<file path="src/rtl/cpu_mem_pkg.sv">
// Shared types and default sizing for the fetch / load-store memory arbiter.
package cpu_mem_pkg;

    localparam int DEF_ADDR_W     = 32;
    localparam int DEF_DATA_W     = 32;
    localparam int DEF_MEM_LAT    = 1;
    localparam int DEF_STARVE_MAX = 4;

    typedef enum logic [1:0] {
        ST_IDLE,
        ST_ISSUE,
        ST_WAIT,
        ST_RESP
    } state_t;

    typedef enum logic {
        OWN_IF,
        OWN_LS
    } owner_t;

endpackage

</file>
<file path="src/rtl/mem_arbiter.sv">
// Purpose: arbitrates instruction fetch and load/store onto one single-ported memory, one access in flight.
// Latency: request seen in IDLE -> gnt next cycle -> rvalid/done MEM_LAT+2 cycles after the request.
// Backpressure: requesters hold req until gnt; requests are ignored while a transaction is in flight.
module mem_arbiter
    import cpu_mem_pkg::*;
#(
    parameter int ADDR_W     = DEF_ADDR_W,
    parameter int DATA_W     = DEF_DATA_W,
    parameter int MEM_LAT    = DEF_MEM_LAT,
    parameter int STARVE_MAX = DEF_STARVE_MAX
) (
    input  logic              clk,
    input  logic              rst,
    input  logic              if_req,
    input  logic [ADDR_W-1:0] if_addr,
    output logic              if_gnt,
    output logic              if_rvalid,
    output logic [DATA_W-1:0] if_rdata,
    input  logic              ls_req,
    input  logic              ls_we,
    input  logic [ADDR_W-1:0] ls_addr,
    input  logic [DATA_W-1:0] ls_wdata,
    output logic              ls_gnt,
    output logic              ls_done,
    output logic [DATA_W-1:0] ls_rdata,
    output logic              mem_en,
    output logic              mem_we,
    output logic [ADDR_W-1:0] mem_addr,
    output logic [DATA_W-1:0] mem_wdata,
    input  logic [DATA_W-1:0] mem_rdata
);

    localparam int CNT_W = $clog2(MEM_LAT + 1);
    localparam int SC_W  = $clog2(STARVE_MAX + 1);
    localparam logic [CNT_W-1:0] WAIT_LAST  = CNT_W'(MEM_LAT - 1);
    localparam logic [SC_W-1:0]  STARVE_TOP = SC_W'(STARVE_MAX);

    state_t           state;
    owner_t           owner;
    logic             lat_we;
    logic [CNT_W-1:0] wait_cnt;
    logic [SC_W-1:0]  starve_cnt;
    logic             pick_if;

    // Load/store has priority; fetch only wins alone or once it has lost STARVE_MAX times in a row.
    always_comb begin
        pick_if = if_req && (!ls_req || starve_cnt == STARVE_TOP);
    end

    always_ff @(posedge clk) begin
        if (rst) begin
            state      <= ST_IDLE;
            owner      <= OWN_IF;
            lat_we     <= 1'b0;
            wait_cnt   <= '0;
            starve_cnt <= '0;
            if_gnt     <= 1'b0;
            if_rvalid  <= 1'b0;
            if_rdata   <= '0;
            ls_gnt     <= 1'b0;
            ls_done    <= 1'b0;
            ls_rdata   <= '0;
            mem_en     <= 1'b0;
            mem_we     <= 1'b0;
            mem_addr   <= '0;
            mem_wdata  <= '0;
        end else begin
            if_gnt    <= 1'b0;
            ls_gnt    <= 1'b0;
            mem_en    <= 1'b0;
            mem_we    <= 1'b0;
            if_rvalid <= 1'b0;
            ls_done   <= 1'b0;
            case (state)
                ST_IDLE: begin
                    if (if_req || ls_req) begin
                        state  <= ST_ISSUE;
                        mem_en <= 1'b1;
                        if (pick_if) begin
                            owner      <= OWN_IF;
                            lat_we     <= 1'b0;
                            mem_addr   <= if_addr;
                            mem_wdata  <= '0;
                            if_gnt     <= 1'b1;
                            starve_cnt <= '0;
                        end else begin
                            owner     <= OWN_LS;
                            lat_we    <= ls_we;
                            mem_we    <= ls_we;
                            mem_addr  <= ls_addr;
                            mem_wdata <= ls_wdata;
                            ls_gnt    <= 1'b1;
                            if (if_req && starve_cnt != STARVE_TOP) begin
                                starve_cnt <= starve_cnt + 1'b1;
                            end
                        end
                    end
                end
                ST_ISSUE: begin
                    wait_cnt <= CNT_W'(1);
                    state    <= (MEM_LAT == 1) ? ST_RESP : ST_WAIT;
                end
                ST_WAIT: begin
                    if (wait_cnt == WAIT_LAST) begin
                        state <= ST_RESP;
                    end else begin
                        wait_cnt <= wait_cnt + 1'b1;
                    end
                end
                ST_RESP: begin
                    // Read data is valid on mem_rdata during this cycle; stores leave ls_rdata alone.
                    state <= ST_IDLE;
                    if (owner == OWN_IF) begin
                        if_rdata  <= mem_rdata;
                        if_rvalid <= 1'b1;
                    end else begin
                        ls_done <= 1'b1;
                        if (!lat_we) begin
                            ls_rdata <= mem_rdata;
                        end
                    end
                end
                default: state <= ST_IDLE;
            endcase
        end
    end

endmodule

</file>
<file path="config.mk">
export PLATFORM = sky130hd
export DESIGN_NAME = mem_arbiter
export DESIGN_NICKNAME = d
export VERILOG_FILES = /design/src/rtl/cpu_mem_pkg.sv /design/src/rtl/mem_arbiter.sv
export SDC_FILE = /design/constraint.sdc
export NUM_CORES = 1
export LEC_CHECK = 0
export BUFFER_PORTS_ARGS = -buffer_cell sky130_fd_sc_hd__clkbuf_2
export CORE_MARGIN = 2
export CORE_UTILIZATION = 35
export CTS_CLUSTER_DIAMETER = 200
export DETAILED_ROUTE_END_ITERATION = 6
export PLACE_DENSITY_LB_ADDON = 0.05
export SLEW_MARGIN = 40
export SYNTH_ARGS = -nofsm -noshare
export SYNTH_HDL_FRONTEND = slang
export SYNTH_SLANG_ARGS = --single-unit
</file>
<file path="constraint.sdc">
create_clock -name clk -period 2.36 [get_ports clk]
set_input_delay 0.354 -clock clk [delete_from_list [all_inputs] [get_ports clk]]
set_output_delay 0.354 -clock clk [all_outputs]
set_load 0.1 [all_outputs]
</file>
# After elaboration in Yosys (flattened, before gate mapping)
# Index checks and enable logic that the tools add are counted.
# Widths: inputs -> output; s select.
[word_totals]
reg_bits = 142
input_bits = 133
output_inout_bits = 134
wordCells = 60
[classes]
add_sub_neg = 2
n_eq_ne = 7
n_mux = 15
bitwise_logic = 5
reduce_logical = 16
[op_table]
columns = ["cell", "n"]
rows = [
  ["$mux 32", 2],
  ["$pmux 2 s4", 1],
  ["$mux 1", 7],
  ["$mux 3", 2],
  ["$reduce_and 2->1", 3],
  ["$reduce_and 3->1", 2],
  ["$not 1->1", 5],
  ["$eq 2x2->1 const B", 2],
  ["$mux 2", 2],
  ["$ne 2x2->1 const B", 2],
  ["$reduce_bool 2->1", 2],
  ["$reduce_or 2->1", 2],
  ["$add 3x1->3 const B", 1],
  ["$eq 3x3->1 const B", 1],
  ["$ne 3x3->1 const B", 1],
  ["$reduce_or 3->1", 1],
  ["$eq 2x1->1 const B", 1],
  ["$logic_and 1x1->1", 2],
  ["$logic_not 2->1", 1],
  ["$logic_or 1x1->1", 2],
  ["$pmux 1 s2", 1],
  ["$add 1x1->1 const B", 1],
  ["$logic_not 1->1", 1],
]

# Logic depth before layout (Yosys ltp)
# Gate-level depths: netlist (run 1).
[logic_depth]
depth_word = 5
ltp_mapped = 7
depth_no_buf = 5

# Worst setup path after synthesis (run 1)
# OpenSTA, ideal clock, no wires.
[synth_timing]
kind = "register to register"
from = "reg starve_cnt[0]"
to = "reg mem_wdata[10]"
setup_ns = 0.062
arrival_time_ns = 1.421
required_ns = 2.298
slack_ns = 0.876
stages_incl_launch_ff = 6
path_buffers = 1
synth_period_minus_slack_ns = 1.484
cell_sequence = "dfxtp_1 -> inv_1 -> ha_1 -> a311oi_4 -> buf_6 -> a22o_1"
[synth_via]
elab_chain_len = 4
[synth_lines]
columns = ["element", "line_no", "text"]
rows = [
  ["from (decl)", "mem_arbiter.sv:42", "logic [SC_W-1:0] starve_cnt;"],
  ["from (signal assigned)", "mem_arbiter.sv:94", "starve_cnt <= starve_cnt + 1'b1;"],
  ["$eq 3x3->1", "mem_arbiter.sv:47", "pick_if = if_req && (!ls_req || starve_cnt == STARVE_TOP);"],
  ["$logic_or 1x1->1", "mem_arbiter.sv:47", ""],
  ["$logic_and 1x1->1", "mem_arbiter.sv:47", ""],
  ["$mux 32", "mem_arbiter.sv:79", "if (pick_if) begin"],
  ["to (signal assigned)", "mem_arbiter.sv:91", "mem_wdata <= ls_wdata;"],
  ["to (decl)", "mem_arbiter.sv:29", "output logic [DATA_W-1:0] mem_wdata,"],
]
# Every way passes these cells.
# A chain may end at the register's enable or synchronous reset.

# Worst setup path after layout (run 1)
[layout_timing]
from = "reg starve_cnt[0]"
to = "reg starve_cnt[0]"
[layout_via]
elab_chain_len = 5
elab_cells_between_ends = 10
classes_between = "add/sub (1); eq/ne (2); mux (2); reduce/logical (5)"
[layout_lines]
columns = ["element"]
rows = [
  ["parallel branches: the longest is 5 deep, another holds $add 3x1->3"],
]
# Several ways; the timed one is not identified. The select of a mux whose other input is x is not followed.

==> results by group, run 1 <==
Floorplan
  – DIE AREA: 16700 um2
  – Ports: 267
  – Chip width: 129 um
  – Row cnt: 45
  – Core Box Area: 15300 um2
  – Die height: 129 um
  – Initial Util: 35.9%

Pwr
  – Leakage power: 3.26 nW
  – Sw Share: 38.9%
  – Cell Int Power: 4.79 mW
  – Clock power share: 34.4%
  – Sequential share of power: 34.8%
  – VDD IR max: 0.493 mV
  – Combinational share of power: 30.8%
  – Switching pwr: 3.05 mW
  – Pwr Density: 1050 nW/um2

STA
  – Fmax: 0.596 GHz
  – Fin Hold WS: 0.163 ns
  – Fin. max-slew vios: 0
  – Post-route clock period utilization: 71.1%
  – Max Clock Skew: 0.00963 ns
  – Final setup fails: 0
  – Crit path time final: 1.68 ns
  – Unrepaired setup endpoints after global routing: false
  – Count of final hold-check violations: 0
  – Slew Limit Headroom: 60.0%
  – Actual slew at the worst max-slew pin: 0.600 ns
  – Setup Total Neg Slack: 0 ns

Clock tree
  – CTS Buffer Depth: 2
  – Post CTS Setup Buffer Count: 0
  – CTS resizes: 0
  – Clock transition at path regs: 0.06 ns
  – CTS buffer count: 17
  – Root Buffer: clkbuf_16
  – Clock Latency Late Sink: 0.41 ns
  – Hold Buf Count CTS: 0
  – CTS Sinks: 142
  – CTS tree: done
  – H-Tree Depth: 4

Final layout
  – Layout cells sized above 1: 39.7%
  – Area of the multi-input gates: 2330 um2
  – Nets: 984
  – Antenna Cells: 0
  – Fillcell total: 1505
  – FF+latch area: 2840 um2
  – Finished Layout Cells: 1068
  – P&R area growth vs syn: 36.9%

Critical path
  – Worst Setup End Kind: flip-flop
  – Crit path max fanout: 33
  – CP Class: reg2reg
  – Worst r2r src: starve_cnt[0]
  – Critical-path cell list: inv_1 > ha_1 > a21bo_4 > or3_1 > a21oi_1
  – CP startpoint: starve_cnt[0]
  – CP peak stage delay: 0.39 ns
  – Startpoint types: flip-flop
  – WP data arrival: 2.01 ns
  – Crit path required time: 2.69 ns
  – CP max stage cell: or3_1

Detailed routing
  – Antenna Violating Nets Remaining: 0
  – Number of DRC markers in iteration 0: 247
  – Pre-Repair DR Iteration Count: 4
  – Via Count: 5170
  – Routed WL: 15.5 mm
  – Residual DRC count: 0
  – Via density: 4.84
  – Routed length per instance: 14.5 um

Global route
  – Grt ovf: 0
  – Total GRT Usage: 18.1%
  – Vias in the first global route: 4883
  – Antenna violations before repair: 0
  – Global-route wire length before repair: 24.0 mm
  – Largest net degree at the start of global routing: 66

Worst hold path
  – Hold Crit Start: ls_wdata[9]
  – HP Class: in2reg

Logic synthesis
  – Mean cell area of the mapped netlist: 9.12 um2
  – Number of synthesized flops with an enable pin: 0
  – #FFs+latches synth: 142
  – Post-synthesis cell type count: 35
  – Synthesized area: 5470 um2
  – Synth Instances: 600
  – Async SR Flop Fraction: 0%
  – YS warnings: 0
  – Sequential area share after synthesis: 51.9%
  – Net count after synthesis: 739
  – Post-synth top flop: dfxtp_1

Place
  – GP Congestion: 0.761
  – PortBufs: 266
  – Placed Cells incl. Taps: 1037
  – HPWL Detailed: 10.6 mm

Job
  – Max Cap Viol: 0

Run status
  – Status: finished clean
critical path, delay by kind of cell (launching register included):
kind	cells	cell delay [ns]
buffers and inverters	1	0.05
adder cells (fa/ha/maj)	1	0.29
AO/OA/AOI/OAI	2	0.51
flip-flops	1	0.36
AND/OR/NAND/NOR	1	0.39
cells by family after synthesis:
group           Yosys count  synth area share [%]
buf+inv                  58                  5.67
flops                   142                  51.9
fa+ha+maj                 6                  1.37
simple gates            217                  16.3
compound gates          177                  24.7
metal layers:
layer  up-vias  wire [um]  global-route usage, %
li1       2584          -                      -
met1      2375       6770                   21.9
met2       187       7250                   30.0
met3        24       1130                   5.86
met4         0        311                   6.71
met5         -          0                      0
flip-flops by register name (all words and copies together) (netlist names), 2 cells and up:
signal and count:
mem_addr 32, ls_rdata 32, if_rdata 32, starve_cnt 3
state 2, mem_wdata 32
placed cells by master, fill, tap and decap left out, types with 3 or more instances in the layout:
| master | instances |
|---|---|
| dfxtp_1 | 142 |
| bufinv_16 | 3 |
| a311oi_2 | 26 |
| nand2_1 | 135 |
| o21ai_1 | 27 |
| a311oi_1 | 7 |
| buf_4 | 13 |
| clkbuf_16 | 17 |
| a22o_1 | 32 |
| clkbuf_1 | 3 |
| a21oi_1 | 70 |
| inv_1 | 5 |
| ha_1 | 6 |
| o21ai_0 | 7 |
| nor2_1 | 36 |
| nand3_1 | 33 |
| clkbuf_2 | 265 |
stage by stage:
step / utilization (%) / instance area [um2] / power [mW] / worst slack, ns
3_5_place_dp: 45.2 / 6900 / 5.21 / 0.669
5_1_grt: 49.1 / 7490 / 8.16 / 0.521
3_3_place_gp: 45.2 / 6900 / 5.18 / 0.715
2_1_floorplan: - / 5470 / 4.77 / 0.876
4_1_cts: 49.1 / 7490 / 7.94 / 0.657
6_report: 49.1 / 7490 / 7.84 / 0.682
power by group through the flow:
stage / registers [mW] / clock network [mW] / logic [mW]
final: 2.73 / 2.70 / 2.41
after global routing: 2.75 / 2.88 / 2.53
after CTS: 2.73 / 2.78 / 2.43
after detailed placement: 2.78 / 0 / 2.43
after global placement: 2.77 / 0 / 2.40
after floorplan: 4.16 / 0 / 0.617
area by class of cell:
type | count | area share (%)
Sequential cell | 142 | 37.9
Multi-Input combinational cell | 400 | 31.0
Timing Repair Buffer | 279 | 19.3
Clock buffer | 22 | 6.19
Tap cell | 211 | 3.52
Clock inverter | 9 | 1.79
Inverter | 5 | 0.250
final timing paths:
| path | end | cells past startpoint | slack [ns] |
|---|---|---|---|
| setup / recovery | starve_cnt[0] | 5 | 0.68 |
| hold / removal | mem_wdata[9] | 2 | 0.16 |
| setup reg to reg | starve_cnt[0] | 5 | 0.68 |
| hold reg to reg | if_rdata[2] | 2 | 0.45 |
synth_stat cells (2+ instances only):
cell / number / share of area (%)
dfxtp_1: 142 / 52
nand2_1: 135 / 9.3
a21oi_1: 70 / 6.4
nor2_1: 37 / 2.5
nand3_1: 33 / 3.0
a22o_1: 32 / 5.1
o21ai_1: 27 / 2.5
a311oi_2: 26 / 7.1
clkbuf_1: 23 / 1.6
buf_2: 14 / 1.3
buf_6: 8 / 1.6
a311oi_1: 7 / 1.1
o21ai_0: 7 / 0.64
ha_1: 6 / 1.4
inv_1: 5 / 0.34
buf_1: 4 / 0.27
buf_4: 4 / 0.55
a21o_1: 2 / 0.27
or3_1: 2 / 0.23
Note: power is estimated with default switching activity, not from simulation.
==> run 2: changes to the inputs <==
Settings changed: ABC_AREA from default to 1.
Clock period 2.36 ns to 1.6 ns, I/O delays scaled along.
==> results by group, run 2 <==
Run status
  – Status: finished clean (unchanged)

Floorplan
  – Chip width: 131 um (was 129 um)
  – Core Box Area: 15800 um2 (was 15300 um2)
  – DIE AREA: 17100 um2 (was 16700 um2)
  – Initial Util: 35.6% (was 35.9%)
  – Row cnt: 46 (was 45)
  – Ports: 267 (unchanged)
  – Die height: 131 um (was 129 um)

Critical path
  – WP data arrival: 1.24 ns (was 2.01 ns)
  – Worst r2r src: state[0] (was starve_cnt[0])
  – Crit path to: if_rdata[21] (was starve_cnt[0])
  – CP Depth: 1 (was 5)
  – Bufs and invs on worst path: 1 (unchanged)
  – Worst path top cell family by delay: buffers and inverters (was compound AO/OA/AOI/OAI gates)
  – Worst Setup End Kind: primary output (was flip-flop)
  – Reg2reg setup slack: 0.16 ns (was 0.68 ns)
  – CP Class: reg2out (was reg2reg)
  – CP max stage cell: clkbuf_2 (was or3_1)
  – CP peak stage delay: 0.47 ns (was 0.39 ns)
  – R2R cell count: 7 (was 5)
  – CP startpoint: if_rdata[21] (was starve_cnt[0])
  – Reg-to-Reg End: mem_addr[23] (was starve_cnt[0])
  – Critical-path cell list: clkbuf_2 (was inv_1 > ha_1 > a21bo_4 > or3_1 > a21oi_1)
  – Crit path max fanout: 2 (was 33)
  – Crit path required time: 1.36 ns (was 2.69 ns)
  – Startpoint types: flip-flop (unchanged)

STA
  – Crit path time final: 1.48 ns
  – Actual slew at the worst max-slew pin: 0.569 ns (was 0.600 ns)
  – Max Clock Skew: 0.0107 ns (was 0.00963 ns)
  – Post-route clock period utilization: 92.7%
  – Fmax: 0.674 GHz
  – Unrepaired setup endpoints after global routing: true (was false)
  – Fin. max-slew vios: 0 (unchanged)
  – Slew Limit Headroom: 62.2% (was 60.0%)
  – Fin Hold WS: 0.0390 ns (was 0.163 ns)
  – Final setup fails: 0 (unchanged)
  – Count of final hold-check violations: 0 (unchanged)

Detailed routing
  – Via density: 4.51 (was 4.84)
  – Number of DRC markers in iteration 0: 215 (was 247)
  – Via Count: 5646 (was 5170)
  – Routed length per instance: 13.2 um (was 14.5 um)
  – Routed WL: 16.5 mm (was 15.5 mm)
  – Antenna Violating Nets Remaining: 0 (unchanged)
  – Residual DRC count: 0 (unchanged)
  – Pre-Repair DR Iteration Count: 5 (was 4)

Logic synthesis
  – Area leader, netlist: dfxtp_1 (unchanged)
  – Number of synthesized flops with an enable pin: 0 (unchanged)
  – Synth Instances: 776 (was 600)
  – Post-Synth Simple-Gate Area: 27.9% (was 16.3%)
  – Count leader, synth: nor2_1 (was dfxtp_1)
  – Compound-Gate Fraction of Synth Area: 12.4% (was 24.7%)
  – Fraction of synthesized cell area in xor and xnor cells: 0% (unchanged)
  – Post-Synth Adder-Cell Area: 1.33% (was 1.37%)
  – Net count after synthesis: 915 (was 739)
  – Post-synth top area share: 50.4% (was 51.9%)
  – Async SR Flop Fraction: 0% (unchanged)
  – YS warnings: 0 (unchanged)
  – Most instantiated cells after synthesis: 205 x nor2_1, 142 x dfxtp_1, 98 x nand3_1 (was 142 x dfxtp_1, 135 x nand2_1, 70 x a21oi_1)
  – Top cells by area, synth: dfxtp_1 50%, nor2_1 14%, nand3_1 8.7% (was dfxtp_1 52%, nand2_1 9.3%, a311oi_2 7.1%)
  – Post-synthesis cell type count: 17 (was 35)
  – #FFs+latches synth: 142 (unchanged)
  – Mux share of post-synthesis cell area: 0% (unchanged)
  – Main combinational cell family by area after synthesis: simple AND/OR/NAND/NOR gates (was compound AO/OA/AOI/OAI gates)
  – Post-synth top flop: dfxtp_1 (unchanged)
  – Sequential area share after synthesis: 50.4% (was 51.9%)
  – Synthesized area: 5640 um2 (was 5470 um2)
  – Mean cell area of the mapped netlist: 7.27 um2 (was 9.12 um2)

Pwr
  – Tot Pwr: 13.3 mW (was 7.84 mW)
  – Leakage power: 4.10 nW (was 3.26 nW)
  – Pwr Density: 1710 nW/um2 (was 1050 nW/um2)
  – VDD IR max: 0.865 mV (was 0.493 mV)

Clock tree
  – CTS Sinks: 142 (unchanged)
  – H-Tree Depth: 4 (unchanged)
  – CTS buffer count: 17 (unchanged)
  – CTS tree: done (unchanged)
  – CTS Buffer Depth: 2 (unchanged)
  – Root Buffer: clkbuf_16 (unchanged)
  – Hold Buf Count CTS: 0 (unchanged)
  – Clock Latency Late Sink: 0.42 ns (was 0.41 ns)
  – Clock transition at path regs: 0.06 ns (about the same)

Place
  – PortBufs: 266 (unchanged)
  – HPWL Detailed: 11.2 mm (was 10.6 mm)
  – GP Congestion: 0.772 (was 0.761)

Final layout
  – P&R area growth vs syn: 38.5% (was 36.9%)
  – Nets: 1161 (was 984)
  – Commonest non-fill, non-tap cell in the layout: clkbuf_2 (unchanged)
  – Layout cells sized above 1: 31.0% (was 39.7%)
  – Commonest cells after routing, fill and taps aside: 266 x clkbuf_2, 202 x nor2_1, 142 x dfxtp_1 (was 265 x clkbuf_2, 142 x dfxtp_1, 135 x nand2_1)

Global route
  – Antenna violations before repair: 1 (was 0)
  – Largest net degree at the start of global routing: 101 (was 66)
  – Global-route wire length before repair: 25.8 mm (was 24.0 mm)
  – Total GRT Usage: 19.1% (was 18.1%)
  – Vias in the first global route: 5206 (was 4883)
  – Grt ovf: 0 (unchanged)

Worst hold path
  – HP Class: in2reg (unchanged)

Job
  – Max Cap Viol: 0 (unchanged)
-- run 2: cell types whose count changed in the layout (fill, tap and decap cells not counted), moves of 3 or more --
cell / change
nor2_1: +166
nand3_1: +65
o21ai_0: +87
buf_12: +6
a21oi_1: -33
inv_6: +3
a311oi_2: -26
a311oi_1: -7
nand2_1: -55
inv_1: +40
a22o_1: -32
o21ai_1: -21
-- run 2: power by group --
part           internal, mW  leakage (nW)  switching [mW]
Clock                  2.51         0.288            1.55
Combinational         0.845          2.65            4.21
Sequential             4.01          1.16           0.229
-- run 2: how the worst min path moves through the flow --
stage | from | end | slack, ns | cells after the start
floorplan | rst | starve_cnt[0] | 0.31 | 1
global placement | mem_wdata[26] | mem_wdata[26] | 0.46 | 2
detailed placement | ls_wdata[28] | mem_wdata[28] | 0.46 | 3
CTS | ls_wdata[23] | mem_wdata[23] | 0.02 | 3
global route | ls_wdata[24] | mem_wdata[24] | 0.02 | 3
finish | ls_wdata[16] | mem_wdata[16] | 0.04 | 3
-- run 2: layout make-up --
| class | count | area (um2) |
|---|---|---|
| clock inverters | 12 | 158 |
| multi-input cells | 530 | 2360 |
| repair buffers | 284 | 1550 |
| well taps | 216 | 270 |
| flip-flops and latches | 142 | 2840 |
| clock buffers | 20 | 447 |
| fillers | 1616 | 8020 |
| inverters | 47 | 178 |
| diodes | 1 | 2.50 |
-- run 2: logic make-up after synthesis --
logic type	Yosys count
DFF	142
and+or+nand+nor	386
adders and majority gates	6
buffers and inverters	104
AOI/OAI and AO/OA	138
-- run 2: per-stage QoR --
stage / cell area, um2 / setup WS [ns] / TNS (ns) / utilization [%] / std cells
finish: 7810 / 0.117 / 0 / 49.4 / 1252
global route: 7810 / -0.00342 / -0.00342 / 49.4 / 1252
CTS: 7810 / 0.0994 / 0 / 49.3 / 1251
detailed placement: 7210 / 0.168 / 0 / 45.5 / 1219
global placement: 7210 / 0.184 / 0 / 45.5 / 1219
floorplan: 5640 / 0.179 / 0 / - / 776
-- run 2: timing repair --
item / in CTS / in global routing
setup endpoints to repair: 0 / 2
resized for setup: 0 / 1
buffers inserted: 0 / 0
-- run 2: metal layers --
| metal | up-vias | wire length [um] | GRT usage (%) |
|---|---|---|---|
| met5 | - | 0 | 0 |
| met3 | 15 | 1400 | 7.74 |
| li1 | 2991 | - | - |
| met1 | 2460 | 7540 | 24.1 |
| met2 | 180 | 7390 | 29.9 |
| met4 | 0 | 204 | 6.45 |
==> run 3: changes to the inputs <==
--- a/config.mk
+++ b/config.mk
@@ -7,3 +7,3 @@
 export LEC_CHECK = 0
-export ABC_AREA = 1
+export ABC_AREA = 0
 export BUFFER_PORTS_ARGS = -buffer_cell sky130_fd_sc_hd__clkbuf_2
--- a/constraint.sdc
+++ b/constraint.sdc
@@ -3,2 +3,2 @@
 set_output_delay 0.24 -clock clk [all_outputs]
-set_load 0.1 [all_outputs]
+set_load 0.005 [all_outputs]
==> results by group, run 3 (same netlist as run 1, synthesis figures left out) <==
Run status
  – Status: finished clean (unchanged)

Floorplan
  – Ports: 267 (unchanged)
  – DIE AREA: 16700 um2 (was 17100 um2)
  – Chip width: 129 um (was 131 um)
  – Core Box Area: 15300 um2 (was 15800 um2)
  – Row cnt: 45 (was 46)
  – Die height: 129 um (was 131 um)
  – Initial Util: 35.9% (was 35.6%)

Pwr
  – Clock power share: 40.2% (was 30.4%)
  – Cell Int Power: 7.01 mW (was 7.36 mW)
  – Pwr Density: 1230 nW/um2 (was 1710 nW/um2)
  – Leakage power: 3.36 nW (was 4.10 nW)
  – Sequential share of power: 42.0% (was 31.7%)
  – Switching pwr: 2.54 mW (was 5.99 mW)
  – Sw Share: 26.6% (was 44.9%)
  – Combinational share of power: 17.8% (was 37.8%)
  – VDD IR max: 0.746 mV (was 0.865 mV)

Global route
  – Antenna violations before repair: 0 (was 1)
  – Largest net degree at the start of global routing: 100 (was 101)
  – Grt ovf: 0 (unchanged)
  – Total GRT Usage: 18.1% (was 19.1%)
  – Global-route wire length before repair: 24.0 mm (was 25.8 mm)
  – Vias in the first global route: 4962 (was 5206)

STA
  – Fin Hold WS: 0.0425 ns (was 0.0390 ns)
  – Slew Limit Headroom: 64.4% (was 62.2%)
  – Crit path time final: 1.54 ns (was 1.48 ns)
  – Fin. max-slew vios: 0 (unchanged)
  – Actual slew at the worst max-slew pin: 0.533 ns (was 0.569 ns)
  – Max Clock Skew: 0.00716 ns (was 0.0107 ns)
  – Unrepaired setup endpoints after global routing: false (was true)
  – Setup Total Neg Slack: 0 ns (unchanged)
  – Fmax: 0.650 GHz (was 0.674 GHz)
  – Final setup fails: 0 (unchanged)
  – Post-route clock period utilization: 96.2% (was 92.7%)
  – Count of final hold-check violations: 0 (unchanged)

Final layout
  – Commonest cells after routing, fill and taps aside: 265 x clkbuf_2, 140 x dfxtp_1, 135 x nand2_1 (was 266 x clkbuf_2, 202 x nor2_1, 142 x dfxtp_1)
  – Antenna Cells: 0 (was 1)
  – Nets: 996 (was 1161)
  – Layout cells sized above 1: 41.1% (was 31.0%)
  – P&R area growth vs syn: 41.3% (was 38.5%)
  – Commonest non-fill, non-tap cell in the layout: clkbuf_2 (unchanged)

Detailed routing
  – Antenna Violating Nets Remaining: 0 (unchanged)
  – Number of DRC markers in iteration 0: 210 (was 215)
  – Residual DRC count: 0 (unchanged)
  – Routed WL: 15.7 mm (was 16.5 mm)
  – Routed length per instance: 14.6 um (was 13.2 um)
  – Via density: 4.81 (was 4.51)
  – Via Count: 5195 (was 5646)
  – Pre-Repair DR Iteration Count: 4 (was 5)

Clock tree
  – Hold Buf Count CTS: 0 (unchanged)
  – CTS buffer count: 17 (unchanged)
  – Clock transition at path regs: 0.06 ns (about the same)
  – H-Tree Depth: 4 (unchanged)
  – Root Buffer: clkbuf_16 (unchanged)
  – CTS Buffer Depth: 2 (unchanged)
  – Clock Latency Late Sink: 0.41 ns (was 0.42 ns)
  – CTS Sinks: 142 (unchanged)
  – CTS tree: done (unchanged)

Critical path
  – CP Class: reg2reg (was reg2out)
  – Crit path max fanout: 8 (was 2)
  – Startpoint types: flip-flop (unchanged)
  – Crit path required time: 1.96 ns (was 1.36 ns)
  – CP peak stage delay: 0.34 ns (was 0.47 ns)
  – WP data arrival: 1.89 ns (was 1.24 ns)
  – CP max stage cell: dfxtp_2 (was clkbuf_2)
  – Worst Setup End Kind: flip-flop (was primary output)
  – Critical-path cell list: inv_1 > ha_4 > buf_4 > a311oi_4 > buf_4 > buf_6 > a22o_1 (was clkbuf_2)
  – Cell mode on critical path: buf_4

Place
  – GP Congestion: 0.764 (was 0.772)
  – PortBufs: 266 (unchanged)
  – HPWL Detailed: 10.6 mm (was 11.2 mm)

Job
  – Max Cap Viol: 0 (unchanged)

Worst hold path
  – HP Class: in2reg (unchanged)
-- run 3: layout make-up --
type | instances | area (um2)
Fill cell | 1472 | 7520
Sequential cell | 142 | 2850
Multi-Input combinational cell | 401 | 2360
Timing Repair Buffer | 290 | 1670
Clock buffer | 20 | 457
Tap cell | 211 | 264
Clock inverter | 10 | 115
Inverter | 5 | 18.8
-- run 3: stage by stage --
stage | utilization, % | instance area [um2] | setup slack, ns | total power [mW] | cells
floorplan | - | 5470 | 0.120 | 5.01 | 600
global placement | 46.4 | 7070 | 0.0574 | 5.71 | 1044
detailed placement | 46.4 | 7070 | 0.0152 | 5.75 | 1044
CTS | 50.1 | 7650 | 0.00255 | 9.63 | 1074
global route | 50.7 | 7740 | 0.00530 | 10.0 | 1079
finish | 50.7 | 7740 | 0.0607 | 9.55 | 1079
-- run 3: power by group through the flow --
stage | Combinational, mW | Clock [mW] | Sequential [mW]
floorplan | 0.907 | 0 | 4.10
global route | 1.88 | 4.10 | 4.05
CTS | 1.67 | 3.94 | 4.01
detailed placement | 1.66 | 0 | 4.09
global placement | 1.63 | 0 | 4.08
finish | 1.70 | 3.84 | 4.01
-- run 3: metal layers --
metal | track usage [%] | wire length (um) | vias up
li1 | - | - | 2609
met1 | 21.8 | 6770 | 2397
met2 | 30.1 | 7570 | 170
met3 | 6.32 | 1130 | 19
met4 | 6.65 | 265 | 0
met5 | 0 | 0 | -
-- run 3: critical path, delay by kind of cell, from the launching register on --
kind	cells	cell delay, ns
AOI/OAI and AO/OA	2	0.42
adders and majority gates	1	0.19
buffers and inverters	4	0.54
DFF	1	0.34
-- run 3: path summary, 6_finish.rpt --
check	from	endpoint	slack (ns)	depth (start not counted)
worst max register to register	starve_cnt[1]	mem_wdata[30]	0.06	7
worst min register to register	if_rdata[4]	if_rdata[4]	0.45	2
worst min-delay path	ls_wdata[6]	mem_wdata[6]	0.04	2
worst max-delay path	starve_cnt[1]	mem_wdata[30]	0.06	7
-- run 3: timing repair --
action	4_1_cts	5_1_grt
endpoints found under the hold margin	0	0
endpoints found under the setup margin	1	65
cloned	0	3
pin swaps	0	1
buffers inserted	0	2
gates resized for setup	1	6
